<file path="src/rtl/prog_fetch_ctrl_pkg.sv">
// Shared types for the program fetch sequencer: FSM states, buffer depth, issue-credit helper.
`timescale 1ns/1ps
package prog_fetch_ctrl_pkg;

   typedef enum logic [1:0] {
      ST_IDLE  = 2'd0,
      ST_RUN   = 2'd1,
      ST_DRAIN = 2'd2,
      ST_HALT  = 2'd3
   } fetch_state_e;

   localparam int FIFO_DEPTH = 2;

   // A new read may only issue if it still fits once everything already committed lands.
   function automatic logic credit_ok(input logic [1:0] count, input logic inflight,
                                      input logic pop);
      return (3'(count) + 3'(inflight) - 3'(pop)) < 3'(FIFO_DEPTH);
   endfunction

endpackage

</file>
<file path="src/rtl/prog_fetch_ctrl_if.sv">
// Program-memory and decoder-side bus of the fetch sequencer.
`timescale 1ns/1ps
interface prog_fetch_ctrl_if #(
   parameter int WIDTH        = 5,
   parameter int ADDRESSWIDTH = 32
);
   logic                    run;
   logic [ADDRESSWIDTH-1:0] mem_addr;
   logic [WIDTH-1:0]        mem_data;
   logic [WIDTH-1:0]        instr;
   logic [ADDRESSWIDTH-1:0] instr_pc;
   logic                    instr_valid;
   logic                    instr_ready;
   logic                    jump_en;
   logic [ADDRESSWIDTH-1:0] jump_target;
   logic                    halted;

   modport master (
      input  run, mem_data, instr_ready, jump_en, jump_target,
      output mem_addr, instr, instr_pc, instr_valid, halted
   );

   modport slave (
      output run, mem_data, instr_ready, jump_en, jump_target,
      input  mem_addr, instr, instr_pc, instr_valid, halted
   );
endinterface

</file>
<file path="src/rtl/prog_fetch_ctrl_fetch_buffer.sv">
// Two-entry FIFO of {pc, instr}; head entry is held in registers and drives the decoder directly.
`timescale 1ns/1ps
module prog_fetch_ctrl_fetch_buffer
   import prog_fetch_ctrl_pkg::*;
#(
   parameter int WIDTH        = 5,
   parameter int ADDRESSWIDTH = 32
) (
   input  logic                    i_clk,
   input  logic                    i_reset,
   input  logic                    i_push,
   input  logic [WIDTH-1:0]        i_instr,
   input  logic [ADDRESSWIDTH-1:0] i_pc,
   input  logic                    i_pop,
   input  logic                    i_flush,
   output logic [WIDTH-1:0]        o_instr,
   output logic [ADDRESSWIDTH-1:0] o_pc,
   output logic                    o_valid,
   output logic [1:0]              o_count
);
   logic [WIDTH-1:0]        r_head_instr, r_tail_instr;
   logic [ADDRESSWIDTH-1:0] r_head_pc, r_tail_pc;
   logic [1:0]              r_count;

   always_ff @(posedge i_clk or posedge i_reset) begin
      if (i_reset) begin
         r_head_instr <= '0;
         r_head_pc    <= '0;
         r_tail_instr <= '0;
         r_tail_pc    <= '0;
         r_count      <= '0;
      end else if (i_flush) begin
         r_count <= '0;
      end else begin
         unique case ({i_push, i_pop})
            2'b10: begin
               if (r_count == 2'd0) begin
                  r_head_instr <= i_instr;
                  r_head_pc    <= i_pc;
               end else begin
                  r_tail_instr <= i_instr;
                  r_tail_pc    <= i_pc;
               end
               r_count <= r_count + 2'd1;
            end
            2'b01: begin
               r_head_instr <= r_tail_instr;
               r_head_pc    <= r_tail_pc;
               r_count      <= r_count - 2'd1;
            end
            2'b11: begin
               // count unchanged; the new entry lands wherever the popped slot frees up
               if (r_count == 2'd1) begin
                  r_head_instr <= i_instr;
                  r_head_pc    <= i_pc;
               end else begin
                  r_head_instr <= r_tail_instr;
                  r_head_pc    <= r_tail_pc;
                  r_tail_instr <= i_instr;
                  r_tail_pc    <= i_pc;
               end
            end
            default: ;
         endcase
      end
   end

   assign o_instr = r_head_instr;
   assign o_pc    = r_head_pc;
   assign o_valid = (r_count != 2'd0);
   assign o_count = r_count;
endmodule

</file>
<file path="src/rtl/prog_fetch_ctrl.sv">
// Program fetch sequencer: FSM, fetch pointer, in-flight tracking and issue credit.
// Optional stall counter port o_stall_cycles when PROG_FETCH_PERF_EN is defined.
`timescale 1ns/1ps
module prog_fetch_ctrl
   import prog_fetch_ctrl_pkg::*;
#(
   parameter int WIDTH        = 5,
   parameter int ADDRESSWIDTH = 32,
   parameter int PROG_LEN     = 1024
) (
   input  logic               i_clk,
   input  logic               i_reset,
   prog_fetch_ctrl_if.master  bus
`ifdef PROG_FETCH_PERF_EN
   ,
   output logic [31:0]        o_stall_cycles
`endif
);
   localparam logic [ADDRESSWIDTH-1:0] LP_END = ADDRESSWIDTH'(PROG_LEN);

   fetch_state_e            r_state, w_state_nxt;
   logic [ADDRESSWIDTH-1:0] r_fpc, r_inflight_pc;
   logic                    r_inflight;
   logic [1:0]              w_count;
   logic                    w_valid, w_pop, w_jump, w_issue, w_at_end;

   assign w_pop    = w_valid & bus.instr_ready;
   assign w_at_end = (r_fpc >= LP_END);

   always_comb begin
      w_state_nxt = r_state;
      w_jump      = 1'b0;
      w_issue     = 1'b0;
      unique case (r_state)
         ST_IDLE: if (bus.run) w_state_nxt = ST_RUN;
         ST_RUN: begin
            w_jump  = bus.jump_en;
            w_issue = bus.run & ~w_at_end & ~bus.jump_en & credit_ok(w_count, r_inflight, w_pop);
            if (bus.jump_en)  w_state_nxt = ST_RUN;
            else if (w_at_end) w_state_nxt = ST_DRAIN;
         end
         ST_DRAIN: begin
            w_jump = bus.jump_en;
            if (bus.jump_en) w_state_nxt = ST_RUN;
            else if (w_count == 2'd0 && !r_inflight) w_state_nxt = ST_HALT;
         end
         ST_HALT: ;
         default: w_state_nxt = ST_IDLE;
      endcase
   end

   always_ff @(posedge i_clk or posedge i_reset) begin
      if (i_reset) r_state <= ST_IDLE;
      else         r_state <= w_state_nxt;
   end

   always_ff @(posedge i_clk or posedge i_reset) begin
      if (i_reset) begin
         r_fpc         <= '0;
         r_inflight    <= 1'b0;
         r_inflight_pc <= '0;
      end else if (w_jump) begin
         r_fpc      <= bus.jump_target;
         r_inflight <= 1'b0;
      end else begin
         r_inflight <= w_issue;
         if (w_issue) begin
            r_inflight_pc <= r_fpc;
            r_fpc         <= r_fpc + ADDRESSWIDTH'(1);
         end
      end
   end

   // Memory returns data for last cycle's address, so an in-flight read pushes now.
   prog_fetch_ctrl_fetch_buffer #(
      .WIDTH        (WIDTH),
      .ADDRESSWIDTH (ADDRESSWIDTH)
   ) u_buf (
      .i_clk   (i_clk),
      .i_reset (i_reset),
      .i_push  (r_inflight),
      .i_instr (bus.mem_data),
      .i_pc    (r_inflight_pc),
      .i_pop   (w_pop),
      .i_flush (w_jump),
      .o_instr (bus.instr),
      .o_pc    (bus.instr_pc),
      .o_valid (w_valid),
      .o_count (w_count)
   );

   assign bus.instr_valid = w_valid;
   assign bus.mem_addr    = r_fpc;
   assign bus.halted      = (r_state == ST_HALT);

`ifdef PROG_FETCH_PERF_EN
   logic [31:0] r_stall_cycles;
   always_ff @(posedge i_clk or posedge i_reset) begin
      if (i_reset) r_stall_cycles <= '0;
      else if (w_valid && !bus.instr_ready && r_stall_cycles != 32'hFFFF_FFFF)
         r_stall_cycles <= r_stall_cycles + 32'd1;
   end
   assign o_stall_cycles = r_stall_cycles;
`endif
endmodule

</file>
<file path="src/flat_wrapper.sv">
// flat-port wrapper written by rule: the top's interface ports become plain ports
module prog_fetch_ctrl_flat import prog_fetch_ctrl_pkg::*;
#(
   parameter int WIDTH        = 5,
   parameter int ADDRESSWIDTH = 32,
   parameter int PROG_LEN     = 1024
)
  (i_clk, i_reset, bus_run, bus_mem_data, bus_instr_ready, bus_jump_en, bus_jump_target, bus_mem_addr, bus_instr, bus_instr_pc, bus_instr_valid, bus_halted);
  prog_fetch_ctrl_if #(.WIDTH(WIDTH), .ADDRESSWIDTH(ADDRESSWIDTH)) bus_i ();
  input  logic i_clk;
  input  logic i_reset;
  input wire logic [$bits(bus_i.run)-1:0] bus_run;
  input wire logic [$bits(bus_i.mem_data)-1:0] bus_mem_data;
  input wire logic [$bits(bus_i.instr_ready)-1:0] bus_instr_ready;
  input wire logic [$bits(bus_i.jump_en)-1:0] bus_jump_en;
  input wire logic [$bits(bus_i.jump_target)-1:0] bus_jump_target;
  output wire logic [$bits(bus_i.mem_addr)-1:0] bus_mem_addr;
  output wire logic [$bits(bus_i.instr)-1:0] bus_instr;
  output wire logic [$bits(bus_i.instr_pc)-1:0] bus_instr_pc;
  output wire logic [$bits(bus_i.instr_valid)-1:0] bus_instr_valid;
  output wire logic [$bits(bus_i.halted)-1:0] bus_halted;
  assign bus_i.run = bus_run;
  assign bus_i.mem_data = bus_mem_data;
  assign bus_i.instr_ready = bus_instr_ready;
  assign bus_i.jump_en = bus_jump_en;
  assign bus_i.jump_target = bus_jump_target;
  assign bus_mem_addr = bus_i.mem_addr;
  assign bus_instr = bus_i.instr;
  assign bus_instr_pc = bus_i.instr_pc;
  assign bus_instr_valid = bus_i.instr_valid;
  assign bus_halted = bus_i.halted;
  prog_fetch_ctrl #(.WIDTH(WIDTH), .ADDRESSWIDTH(ADDRESSWIDTH), .PROG_LEN(PROG_LEN)) u_core (.i_clk(i_clk), .i_reset(i_reset), .bus(bus_i));
endmodule
</file>
<file path="config.mk">
export PLATFORM = sky130hd
export DESIGN_NAME = prog_fetch_ctrl_flat
export DESIGN_NICKNAME = d
export VERILOG_FILES = /design/src/rtl/prog_fetch_ctrl_pkg.sv /design/src/rtl/prog_fetch_ctrl_if.sv /design/src/rtl/prog_fetch_ctrl_fetch_buffer.sv /design/src/rtl/prog_fetch_ctrl.sv /design/src/flat_wrapper.sv
export SDC_FILE = /design/constraint.sdc
export NUM_CORES = 1
export LEC_CHECK = 0
export BUFFER_PORTS_ARGS = -buffer_cell sky130_fd_sc_hd__buf_4
export CAP_MARGIN = 20
export CORE_MARGIN = 5
export CORE_UTILIZATION = 40
export CTS_BUF_LIST = sky130_fd_sc_hd__clkbuf_4 sky130_fd_sc_hd__clkbuf_8
export CTS_CLUSTER_DIAMETER = 100
export DETAILED_ROUTE_END_ITERATION = 8
export SLEW_MARGIN = 20
export SYNTH_ARGS = -nofsm -noshare
export SYNTH_HDL_FRONTEND = slang
export SYNTH_SLANG_ARGS = --single-unit
</file>
<file path="constraint.sdc">
create_clock -name i_clk -period 6.5 [get_ports i_clk]
set_clock_uncertainty 0.2 [all_clocks]
set_input_delay 0.975 -clock i_clk [delete_from_list [all_inputs] [get_ports i_clk]]
set_output_delay 0.975 -clock i_clk [all_outputs]
set_load 0.05 [all_outputs]
</file>
; After elaboration in Yosys (flattened, before gate mapping)
; Index checks and enable logic that the tools add are counted.
[op_classes]
addsub = 5
magnitude_cmp = 2
eq_ne = 13
mux = 25
n_bitwise = 7
n_reduce_logical = 15
[ops]
columns = cell, n
row1 = 2-to-1 mux 32 bit, 6
row2 = case mux 32 bit (3 select lines), 1
row3 = case mux 32 bit (2 select lines), 1
row4 = adder 32 x 1 -> 32 bit (second input constant), 1
row5 = greater-or-equal comparator 32 x 11 -> 1 bit (second input constant), 1
row6 = 2-to-1 mux 5 bit, 4
row7 = case mux 5 bit (3 select lines), 1
row8 = 2-to-1 mux 2 bit, 6
row9 = case mux 5 bit (2 select lines), 1
row10 = nonzero test 3 bit, 3
row11 = equality test 2 bit (second input constant), 4
row12 = AND reduction 4 bit, 2
row13 = equality test 2 x 1 -> 1 bit (second input constant), 3
row14 = inequality test 2 bit (second input constant), 3
row15 = inequality test 3 x 2 -> 1 bit (second input constant), 2
row16 = case mux 2 bit (3 select lines), 1
row17 = nonzero test 2 bit, 3
row18 = AND 1 bit, 4
row19 = logical NOT 2 bit, 2
row20 = case mux 2 bit (2 select lines), 1
row21 = adder 2 x 1 -> 3 bit, 1
row22 = < comparator 3 x 2 -> 1 bit (second input constant), 1
row23 = 2-to-1 mux 1 bit, 3
row24 = inverter 1 bit, 3
row25 = other kinds (9), 9
[word_totals]
ff_bits = 143
input_bits = 42
output_inout_bits = 71
elab_cells = 76

; Logic depth before layout (Yosys ltp)
; Gate-level depths: netlist of run 1.
[depth]
ltp_word = 8
ltp_mapped = 13
depth_no_buf = 11

; Hierarchy
; A second synthesis of run 1 with hierarchy kept.
[unflattened]
hier_cells = 509
hier_area_um2 = 6402.4
[by_module_without_submodules]
columns = mod, n_inst, cells_each, area_each_um2, seq_area_each_um2
row1 = prog_fetch_ctrl_fetch_buffer, 1, 219, 3490.8, 1901.8
row2 = prog_fetch_ctrl, 1, 290, 2911.5, 1676.6

; Worst setup path after synthesis of run 1
; Ideal clock, no wire load.
[synth_timing]
path_type = input -> register
start = input bus_instr_ready
end = register u_core.r_fpc[5] (netlist: u_core.bus.mem_addr[5])
setup_ns = 0.126
t_arrival_ns = 3.142
setup_slack_ns = 3.032
stages = 9
cell_sequence = nor2b_1 -> ha_1 -> nand2b_1 -> fa_1 -> xnor2_1 -> nand3_1 -> nor3_2 -> mux2_2 -> a221o_1
[synth_between]
elab_chain_cells = 6
[synth_rtl]
columns = item, line_no
row1 = from (decl), flat_wrapper.sv:14  ; input wire logic [$bits(bus_i.instr_ready)-1:0] bus_instr_ready;
row2 = AND 1 bit, prog_fetch_ctrl.sv:27  ; assign w_pop = w_valid & bus.instr_ready;
row3 = subtractor 3 x 1 -> 3 bit, prog_fetch_ctrl_pkg.sv:17  ; return (3'(count) + 3'(inflight) - 3'(pop)) < 3'(FIFO_DEPTH);
row4 = < comparator 3 x 2 -> 1 bit, prog_fetch_ctrl_pkg.sv:17
row5 = AND 1 bit, prog_fetch_ctrl.sv:38  ; w_issue = bus.run & ~w_at_end & ~bus.jump_en & credit_ok(w_count, r_inflight, w_pop);
row6 = 2-to-1 mux 1 bit, prog_fetch_ctrl.sv:34  ; unique case (r_state)
row7 = nonzero test 2 bit (no source line), --
row8 = to (signal assigned), prog_fetch_ctrl.sv:63  ; r_fpc <= bus.jump_target;
row9 = to (signal assigned), prog_fetch_ctrl.sv:69  ; r_fpc <= r_fpc + ADDRESSWIDTH'(1);
row10 = to (decl), prog_fetch_ctrl.sv:22  ; logic [ADDRESSWIDTH-1:0] r_fpc, r_inflight_pc;
; No other way between the ends.
; A chain may end at the register's enable or synchronous reset.

; Worst setup path after layout of run 1
[layout_timing]
start = register u_core.u_buf.r_count[1] (netlist: u_core.u_buf.o_count[1])
end = register u_core.r_fpc[5] (netlist: u_core.bus.mem_addr[5])
[layout_between]
elab_chain_cells = 7
word_cells_on_any_way = 8
cone_classes = add/sub (2) / order compare (1) / mux (1) / bitwise (2) / reduce/logical (2)
[layout_rtl]
columns = item, line_no
row1 = from (decl), prog_fetch_ctrl_fetch_buffer.sv:23  ; logic [1:0] r_count;
row2 = from (signal assigned), prog_fetch_ctrl_fetch_buffer.sv:44  ; r_count <= r_count + 2'd1;
row3 = from (signal assigned), prog_fetch_ctrl_fetch_buffer.sv:49  ; r_count <= r_count - 2'd1;
row4 = branches (longest 2 deep; another with adder 2 x 1 -> 3 bit), --
row5 = subtractor 3 x 1 -> 3 bit *, prog_fetch_ctrl_pkg.sv:17
row6 = < comparator 3 x 2 -> 1 bit *, prog_fetch_ctrl_pkg.sv:17
row7 = AND 1 bit *, prog_fetch_ctrl.sv:38
row8 = 2-to-1 mux 1 bit *, prog_fetch_ctrl.sv:34
row9 = nonzero test 2 bit (no source line) *, --
; Every way passes the cells marked *.

==> results.md, run 1 <==
- Dominant cells by area after synthesis: dfrtp_1, mux2_2, nand2_1
- Top FF cell, synth: dfrtp_1
- Crit start category: flop
- Final setup vio count: 0
- Fmax: 265 MHz
- CP max stage cell: nor3_2
- Filler cells: 1339
- Worst Max-Slew Pin Slew: 0.968 ns
- Hold Vio Cnt, Final: 0
- Yosys warns: 0
- Post_cts resized: 0
- Row cnt: 45
- Worst slew margin: 0.355
- Post-DRT Antenna Nets: 0
- Vias post-DR: 4402
- Critical Path Sink Type: flop
- Synth top area share: 0.591
- Die Y: 133 microns
- Worst hold path endpoint: u_core.r_inflight_pc[9]
- Number of synthesized flops with an enable pin: 0
- CTS clk-pin slew, worst paths: 0.08 ns
- Post-synth top cells: dfrtp_1, nand2_1, nor2_1, mux2_2, a21oi_1
- Die width: 133 microns
- Avg Synthesized Cell Area: 10.9 sq um
- Dpl hpwl: 8.71 mm
- Setup CP Type: reg -> reg
- # port buffers: 112
- R2R Setup Slk: 2.72 ns
- Clock Latency Late Sink: 0.44 ns
- Final WL: 13.3 mm
- RSZ-0062 raised after global routing: no
- Global-route wire length before repair: 22.7 mm
- Final setup TNS: 0 ns
- Hold WC Path Type: reg -> reg
- # DRC: 0
- Multi-input logic area: 2300 sq um
- Final Power: 3.98 mW
- Vias per inst: 5.11
- Crit-path cells: inv_1 > ha_1 > nor2b_1 > ha_1 > nand2b_1 > fa_1 > xnor2_1 > nand3_1 > nor3_2 > mux2_2 > a221o_1
- Global route overflow: 0
- Total GRT Usage: 0.159
- Async SR Flop Fraction: 1.00
- Hold_sp: u_core.r_inflight_pc[9]
- Die area: 17700 sq um
- Synthesized flop and latch total: 143
- Unique masters post-synth: 41
- Leading area contributor after synthesis: dfrtp_1
- VDD IR-drop max: 0.313 mV
- Maxcap violations: 0
- Time the worst path needs with I/O delays and setup: 3.78 ns
- Post-Syn Instances: 555
- Ant diodes: 0
- WL/cell: 15.5 microns
- Core area: 15000 sq um
- Syn nets: 611
- Initial antenna violation count: 0
- Initial Util: 0.403
- Cell Pwr Density: 523 nW/um^2
- Clock Sinks: 143
- Worst EP required: 6.63 ns
- Crit Reg-Reg Startpoint: u_core.u_buf.o_count[1]
- Post-cts hold buffer count: 0
- Most used cell, CP: ha_1
- Worst stage delay on the critical path: 0.68 ns
- Seq/Total Area, Yosys: 0.591
- IO Count: 113
- Hold depth: 2
- Syn Std Cell Area: 6060 sq um
- TritonCTS buffer count: 17
- Share of post-route cells with drive strength above 1: 0.299
- Worst path arrival time: 3.91 ns
- Most frequent cell after synthesis: dfrtp_1
- First-pass DRT Iterations: 5
- Worst r2r dst: u_core.bus.mem_addr[5]
- Post-CTS Setup Repair Bufs: 0
- Final period utilization: 0.581
- Slew Viols, Final: 0
- CTS tree: built
- Outcome: finished clean
- H-Tree Depth: 4
- Root buf cell: clkbuf_8
- Crit Path Max Fanout: 13
- Number of global-route vias before repair: 4531
- Drt initial violations: 386
- FF-to-FF path depth: 11
- Syn-to-layout area delta: 25.4%
- Layout Nets: 717
- Sequential cell area: 3580 sq um
- Gp weighted congestion: 0.746
- Clk buf depth: 2
- Largest net degree at the start of global routing: 80
- Pleak: 3.72 nW
logic make-up after synthesis:
| kind of cell | synth area share |
|---|---|
| and+or+nand+nor | 0.145 |
| muxes | 0.0818 |
| buffers and inverters | 0.0345 |
| xor gates and xnor gates | 0.00289 |
| adders and majority gates | 0.0302 |
| DFF | 0.591 |
| AOI/OAI and AO/OA | 0.115 |
worst max-delay path: cells and delay by family (launching register included):
family	cells	cell delay [ns]
AOI/OAI and AO/OA	1	0.29
xor gates and xnor gates	1	0.14
adders and majority gates	3	0.89
buffers and inverters	1	0.09
DFF	1	0.40
muxes	1	0.41
and+or+nand+nor	4	1.23
worst max path at each step:
stage,from,end,slack [ns]
after global routing,u_core.u_buf.o_count[1],u_core.bus.mem_addr[5],2.44
final,u_core.u_buf.o_count[1],u_core.bus.mem_addr[5],2.72
after CTS,u_core.u_buf.o_count[1],u_core.bus.mem_addr[5],2.68
after global placement,bus_instr_ready,u_core.bus.mem_addr[5],2.40
after detailed placement,bus_instr_ready,u_core.bus.mem_addr[5],2.33
after floorplan,i_reset,u_core.bus.mem_addr[0],1.49
power breakdown:
part / switching [mW] / internal (mW) / total, mW
Sequential: 0.191 / 1.12 / 1.31
Combinational: 1.27 / 0.532 / 1.81
Clock: 0.328 / 0.534 / 0.862
metrics by stage:
step	setup slack, ns	cell area (sq um)	cells	hold WS, ns	util
after floorplan	1.49	6060	555	0.257	-
after global placement	2.40	7050	828	0.283	0.469
after detailed placement	2.33	7100	830	0.288	0.472
after CTS	2.68	7590	861	0.305	0.505
after global routing	2.44	7600	861	0.323	0.505
final	2.72	7600	861	0.301	0.505
layout by cell type (no fill, tap or decap), drive strengths merged, types with 2 or more instances in the layout:
cell type,instances
a211oi,3
a21o,5
a21oi,38
a221o,4
a22oi,37
and2,22
buf,119
bufinv,6
clkbuf,21
clkinv,3
dfrtp,143
ha,13
inv,16
mux2,41
mux2i,3
nand2,98
nand3,10
nand4,2
nor2,48
nor3,2
nor4,6
o211ai,4
o21ai,10
o31ai,2
or3,4
xnor2,2
sequential cells by signal, summed over array words and instances, names as in the netlist:
signal and flops:
u_core.r_state 2, u_core.u_buf.r_tail_pc 32, u_core.u_buf.r_tail_instr 5, u_core.r_inflight 1, u_core.u_buf.o_count 2, u_core.r_inflight_pc 32
u_core.bus.mem_addr 32, u_core.u_buf.o_instr 5, u_core.u_buf.o_pc 32
final cells by class:
cell class / instances / share of cell area
Multi-Input combinational cell: 364 / 0.303
Sequential cell: 143 / 0.471
Clock buffer: 21 / 0.0380
Tap cell: 188 / 0.0310
Clock inverter: 10 / 0.0272
Inverter: 16 / 0.00856
Timing Repair Buffer: 119 / 0.122
routing by layer:
layer  wire length, microns  share of wire  GRT usage  up-vias
li1                       -              -          -     2119
met1                   5910           0.44      0.207     2178
met2                   6580           0.49      0.251       97
met3                    728          0.055     0.0525        8
met4                    108         0.0081     0.0508        0
met5                      0              0          0        -
(Power assumes the default switching activity.)
==> run 2: changes to the inputs <==
- clock period: 6.5 -> 3.52 ns (I/O delays scaled with it)
==> results.md, run 2 (synthesis gave the netlist of run 1 again) <==
- Outcome: finished clean
- Ant diodes: 0 (unchanged)
- First-pass DRT Iterations: 5 (unchanged)
- Gp weighted congestion: 0.828 (+11%)
- # DRC: 0 (unchanged)
- Dpl hpwl: 9.43 mm (+8.3%)
- Slew Viols, Final: 0 (unchanged)
- CTS clk-pin slew, worst paths: 0.08 ns (about the same)
- Syn-to-layout area delta: 25.8%
- Pleak: 3.74 nW (+0.44%)
- Most frequent cells in the layout: dfrtp_1, buf_4, nand2_1, nor2_1, mux2_2
- Die area: 17700 sq um (unchanged)
- Critical Path Sink Type: flop
- Vias per inst: 5.10 (-0.16%)
- Worst path arrival time: 3.42 ns (-0.49 ns)
- Cell Pwr Density: 948 nW/um^2 (+81%)
- Time the worst path needs with I/O delays and setup: 3.30 ns (-0.482 ns)
- Placement Setup Slack: 0.137 ns (-2.19 ns)
- Share of post-route cells with drive strength above 1: 0.308 (+0.00982)
- IO Count: 113 (unchanged)
- Non-filler cells, final: 872 (+1.3%)
- CP max stage cell: or3_1
- Largest net degree at the start of global routing: 73 (-8.8%)
- Drt initial violations: 252 (-35%)
- TritonCTS buffer count: 17 (unchanged)
- RSZ-0062 raised after global routing: no
- Die Y: 133 microns (unchanged)
- CTS tree: built
- Clock Sinks: 143 (unchanged)
- # port buffers: 112 (unchanged)
- Crit start category: flop
- Post-CTS Setup Repair Bufs: 0 (unchanged)
- H-Tree Depth: 4 (unchanged)
- Number of global-route vias before repair: 4777 (+5.4%)
- Final period utilization: 0.936 (+0.355)
- Util after Layout: 0.507 (+0.00133)
- Crit Path Max Fanout: 22 (+9)
- Fmax: 303 MHz (+15%)
- WL/cell: 15.4 microns (-0.44%)
- Most used cell, CP: ha_1
- Setup CP Type: reg -> reg
- Row cnt: 45 (unchanged)
- Final setup TNS: 0 ns (unchanged)
- Vias post-DR: 4451 (+1.1%)
- Final WL: 13.4 mm (+0.83%)
- Worst stage delay on the critical path: 0.49 ns (-0.19 ns)
- Crit-path cells: inv_1 > ha_1 > nor2b_2 > ha_1 > nand2b_1 > fa_1 > xnor2_1 > nand3_1 > or3_1 > buf_4 > and2_1
- VDD IR-drop max: 0.587 mV (+88%)
- Clock Latency Late Sink: 0.44 ns (about the same)
- Initial Util: 0.403 (unchanged)
- Core area: 15000 sq um (unchanged)
- Layout Nets: 727 (+1.4%)
- Buf/Inv on CP: 2 (+1)
- Filler cells: 1328 (-0.82%)
- Global-route wire length before repair: 23.4 mm (+3.0%)
- Global route overflow: 0 (unchanged)
- # placed instances: 839 (+1.1%)
- Maxcap violations: 0 (unchanged)
- Worst slew margin: 0.505 (+0.151)
- Worst EP required: 3.65 ns (-2.98 ns)
- Post-DRT Antenna Nets: 0 (unchanged)
- Top delay family on crit path: simple AND/OR/NAND/NOR gates
- Clk buf depth: 2 (unchanged)
- Total GRT Usage: 0.161 (+0.00254)
- Hold_ws: 0.0665 ns (-0.234 ns)
- Die width: 133 microns (unchanged)
- Worst Max-Slew Pin Slew: 0.742 ns (-0.226 ns)
- Most common library cell in the layout ignoring fill and taps: dfrtp_1
- PnR worst setup slack: 0.224 ns (-2.50 ns)
- Root buf cell: clkbuf_8
- Hold Vio Cnt, Final: 0 (unchanged)
- Initial antenna violation count: 0 (unchanged)
- Final setup vio count: 0 (unchanged)
- Hold WC Path Type: in -> reg
run 2: cell count changes in the layout (fill, tap and decap cells not counted), sizes merged:
| cell | previous run | this run |
|---|---|---|
| buf | 119 | 128 |
| bufinv | 6 | 4 |
| clkbuf | 21 | 23 |
| clkinv | 3 | 2 |
| clkinvlp | 1 | 3 |
| dlygate4sd3 | 0 | 1 |
run 2: what timing repair did:
| action | 4_1_cts | 5_1_grt |
|---|---|---|
| gates resized for setup | 0 | 1 |
| hold endpoints to repair | 13 | 0 |
| hold buffers | 1 | 0 |
| setup endpoints to repair | 0 | 33 |
run 2: through the flow:
stage / cell area, sq um / power, mW
2_1_floorplan: 6060 / 4.71
3_3_place_gp: 7150 / 5.75
3_5_place_dp: 7150 / 5.81
4_1_cts: 7620 / 7.30
5_1_grt: 7620 / 7.65
6_report: 7620 / 7.22
run 2: worst register-to-register path: cells and delay by family, from the launching register on:
family,cells,cell delay [ns]
buf+inv,2,0.36
xor+xnor,1,0.15
fa+ha+maj,3,0.90
flops,1,0.40
simple gates,5,1.16
run 2: path summary, 6_finish.rpt:
kind                                       startpoint                    endpoint  slack (ns)  depth (start not counted)
max                           u_core.u_buf.o_count[1]    u_core.r_inflight_pc[14]        0.22                         11
min reg2reg                u_core.u_buf.r_tail_pc[20]  u_core.u_buf.r_tail_pc[20]        0.31                          1
min                               bus_jump_target[11]     u_core.bus.mem_addr[11]        0.07                          3
max reg2reg                   u_core.u_buf.o_count[1]    u_core.r_inflight_pc[14]        0.22                         11
min in group asynchronous                     i_reset     u_core.bus.mem_addr[14]        0.44                          3
max in group asynchronous                     i_reset       u_core.u_buf.o_pc[12]        1.86                          4
run 2: report_power, final:
| group | internal (mW) | switching (mW) | leakage [nW] |
|---|---|---|---|
| Clock | 0.864 | 0.602 | 0.229 |
| Combinational | 0.980 | 2.36 | 1.65 |
| Sequential | 2.06 | 0.348 | 1.86 |
| Total | 3.91 | 3.31 | 3.74 |
run 2: layer usage:
metal,vias up,track usage,part of all wire
li1,2136,-,-
met1,2189,0.212,0.46
met2,106,0.247,0.46
met3,20,0.0536,0.065
met4,0,0.0641,0.018
met5,-,0,0
run 2: cell type report:
class / instances / area (sq um) / area share
sequential: 143 / 3580 / 0.470
timing repair buffer: 129 / 983 / 0.129
clock inverter: 9 / 154 / 0.0202
inverter: 16 / 63.8 / 0.00838
clock buffer: 23 / 304 / 0.0399
tap: 188 / 235 / 0.0309
multi-input combinational: 364 / 2300 / 0.302
==> run 3: changes to the inputs <==
- PLACE_DENSITY: not set -> 0.69
- clock period: 3.52 -> 4.06 ns (I/O delays scaled with it)
==> results.md, run 3 (synthesis gave the netlist of run 1 again) <==
- Outcome: finished clean
- WL/cell: 15.3 microns (-0.81%)
- Hold_ws: 0.151 ns (+0.0849 ns)
- Drt initial violations: 234 (-7.1%)
- Final setup TNS: 0 ns (unchanged)
- Fmax: 279 MHz (-7.9%)
- Initial antenna violation count: 0 (unchanged)
- Comb pwr share: 0.471 (+0.008)
- Clock group share of total power: 0.186 (-0.017)
- Global-route wire length before repair: 22.5 mm (-3.8%)
- Placed cell area: 7120 sq um (-0.42%)
- Worst Setup SP: u_core.u_buf.o_count[1]
- Post-DRT Antenna Nets: 0 (unchanged)
- Share of post-route cells with drive strength above 1: 0.303 (-0.00509)
- Placement Setup Slack: 0.496 ns (+0.359 ns)
- TritonCTS buffer count: 17 (unchanged)
- Worst slew margin: 0.382 (-0.123)
- Met3 Usage GRT: 0.0525 (-0.00114)
- Gp weighted congestion: 0.770 (-6.9%)
- Worst path arrival time: 3.71 ns (+0.29 ns)
- # DRC: 0 (unchanged)
- Switching share of power: 0.473 (+0.0138)
- Ant diodes: 0 (unchanged)
- Layout Nets: 722 (-0.69%)
- Post-CTS Setup Repair Bufs: 0 (unchanged)
- Core area: 15000 sq um (unchanged)
- Post-route cell area: 7530 sq um (-1.2%)
- P_int: 3.23 mW (-17%)
- Final setup vio count: 0 (unchanged)
- Initial Util: 0.403 (unchanged)
- Die area: 17700 sq um (unchanged)
- Crit Path Max Fanout: 22 (unchanged)
- Flop pwr share: 0.343 (+0.009)
- VDD IR-drop max: 0.615 mV (+4.7%)
- First-pass DRT Iterations: 4 (-1)
- Worst EP required: 4.19 ns (+0.54 ns)
- Vias post-DR: 4367 (-1.9%)
- Time the worst path needs with I/O delays and setup: 3.58 ns (+0.285 ns)
- Gr busiest metal: met2
- H-Tree Depth: 4 (unchanged)
- CTS tree: built
- Final WL: 13.3 mm (-1.4%)
- Vias per inst: 5.04 (-1.3%)
- Largest net degree at the start of global routing: 81 (+11%)
- Number of global-route vias before repair: 4526 (-5.3%)
- Post_cts resized: 0 (unchanged)
- Most frequent cells in the layout: dfrtp_1, buf_4, nand2_1, nor2_1, mux2_2
- Crit start category: flop
- Critical Path Sink Type: flop
- Most common library cell in the layout ignoring fill and taps: dfrtp_1
- Clock Sinks: 143 (unchanged)
- Hold_sp: bus_jump_target[14]
- Switching pwr: 2.89 mW (-13%)
- Crit Reg-Reg Startpoint: u_core.u_buf.o_count[1]
- Row cnt: 45 (unchanged)
- Clk buf depth: 2 (unchanged)
- Worst Max-Slew Pin Slew: 0.925 ns (+0.182 ns)
- Slew Viols, Final: 0 (unchanged)
- Dpl hpwl: 9.21 mm (-2.3%)
- Syn-to-layout area delta: 24.3%
- GR Util met1: 0.205 (-0.00703)
- PnR worst setup slack: 0.480 ns (+0.255 ns)
- Cell Pwr Density: 812 nW/um^2 (-14%)
- Clock Latency Late Sink: 0.44 ns (about the same)
- Final period utilization: 0.882 (-0.0545)
- Die width: 133 microns (unchanged)
- Hold Vio Cnt, Final: 0 (unchanged)
- M2 GR Usage: 0.248 (+0.000564)
- Die Y: 133 microns (unchanged)
- RSZ-0062 raised after global routing: no
- IO Count: 113 (unchanged)
- Global route overflow: 0 (unchanged)
- Setup CP Type: reg -> reg
- Root buf cell: clkbuf_8
- Total GRT Usage: 0.156 (-0.00504)
- Hold WC Path Type: in -> reg
- CTS clk-pin slew, worst paths: 0.08 ns (about the same)
- Maxcap violations: 0 (unchanged)
- # port buffers: 112 (unchanged)
- Pleak: 3.68 nW (-1.5%)
- Post-cts hold buffer count: 0 (-1)
run 3: cell types whose count changed in the layout (fill, tap and decap cells not counted), moves of 2 or more:
| cell | previous run | this run |
|---|---|---|
| bufinv_16 | 4 | 2 |
| clkbuf_4 | 2 | 0 |
| buf_4 | 127 | 123 |
| clkinvlp_4 | 3 | 5 |
| clkinv_4 | 0 | 3 |
run 3: critical path: stages, from the launching register on:
cell and delay, ns:
dfrtp_1 0.41, inv_1 0.10, ha_1 0.22, nor2b_1 0.28, ha_1 0.29, nand2b_1 0.16, fa_1 0.41, xnor2_1 0.14
nand3_1 0.13, or3_1 0.62, buf_4 0.33, and2_1 0.18
run 3: path summary, 6_finish.rpt:
kind                                         endpoint  slack (ns)  cells after the start
min reg2reg                   u_core.r_inflight_pc[3]        0.30                      2
min in group asynchronous     u_core.bus.mem_addr[14]        0.16                      2
max                          u_core.r_inflight_pc[22]        0.48                     11
min                           u_core.bus.mem_addr[14]        0.15                      3
max reg2reg                  u_core.r_inflight_pc[22]        0.48                     11
max in group asynchronous  u_core.u_buf.r_tail_pc[30]        2.61                      3
run 3: power groups by stage:
stage          registers (mW)  logic [mW]  clock network, mW
6_report                 2.10        2.88               1.14
3_5_place_dp             2.12        2.91                  0
2_1_floorplan            3.25       0.830                  0
3_3_place_gp             2.11        2.86                  0
4_1_cts                  2.10        2.92               1.17
5_1_grt                  2.16        3.07               1.24
run 3: final cells by class:
| cell class | count | area [sq um] |
|---|---|---|
| clock buffers | 20 | 275 |
| fillers | 1359 | 7500 |
| repair buffers | 124 | 943 |
| inverters | 16 | 63.8 |
| clock inverters | 12 | 135 |
| flip-flops and latches | 143 | 3580 |
| well taps | 188 | 235 |
| multi-input cells | 364 | 2300 |
run 3: routing by layer:
layer | part of all wire | vias up
li1 | - | 2128
met4 | 0.014 | 0
met2 | 0.48 | 103
met5 | 0 | -
met1 | 0.45 | 2122
met3 | 0.053 | 14
run 3: stage by stage:
| stage | total power, mW | instances | util |
|---|---|---|---|
| after floorplan | 4.08 | 555 | - |
| after global placement | 4.97 | 835 | 0.473 |
| after detailed placement | 5.04 | 835 | 0.473 |
| after CTS | 6.19 | 867 | 0.501 |
| after global routing | 6.47 | 867 | 0.501 |
| final | 6.12 | 867 | 0.501 |
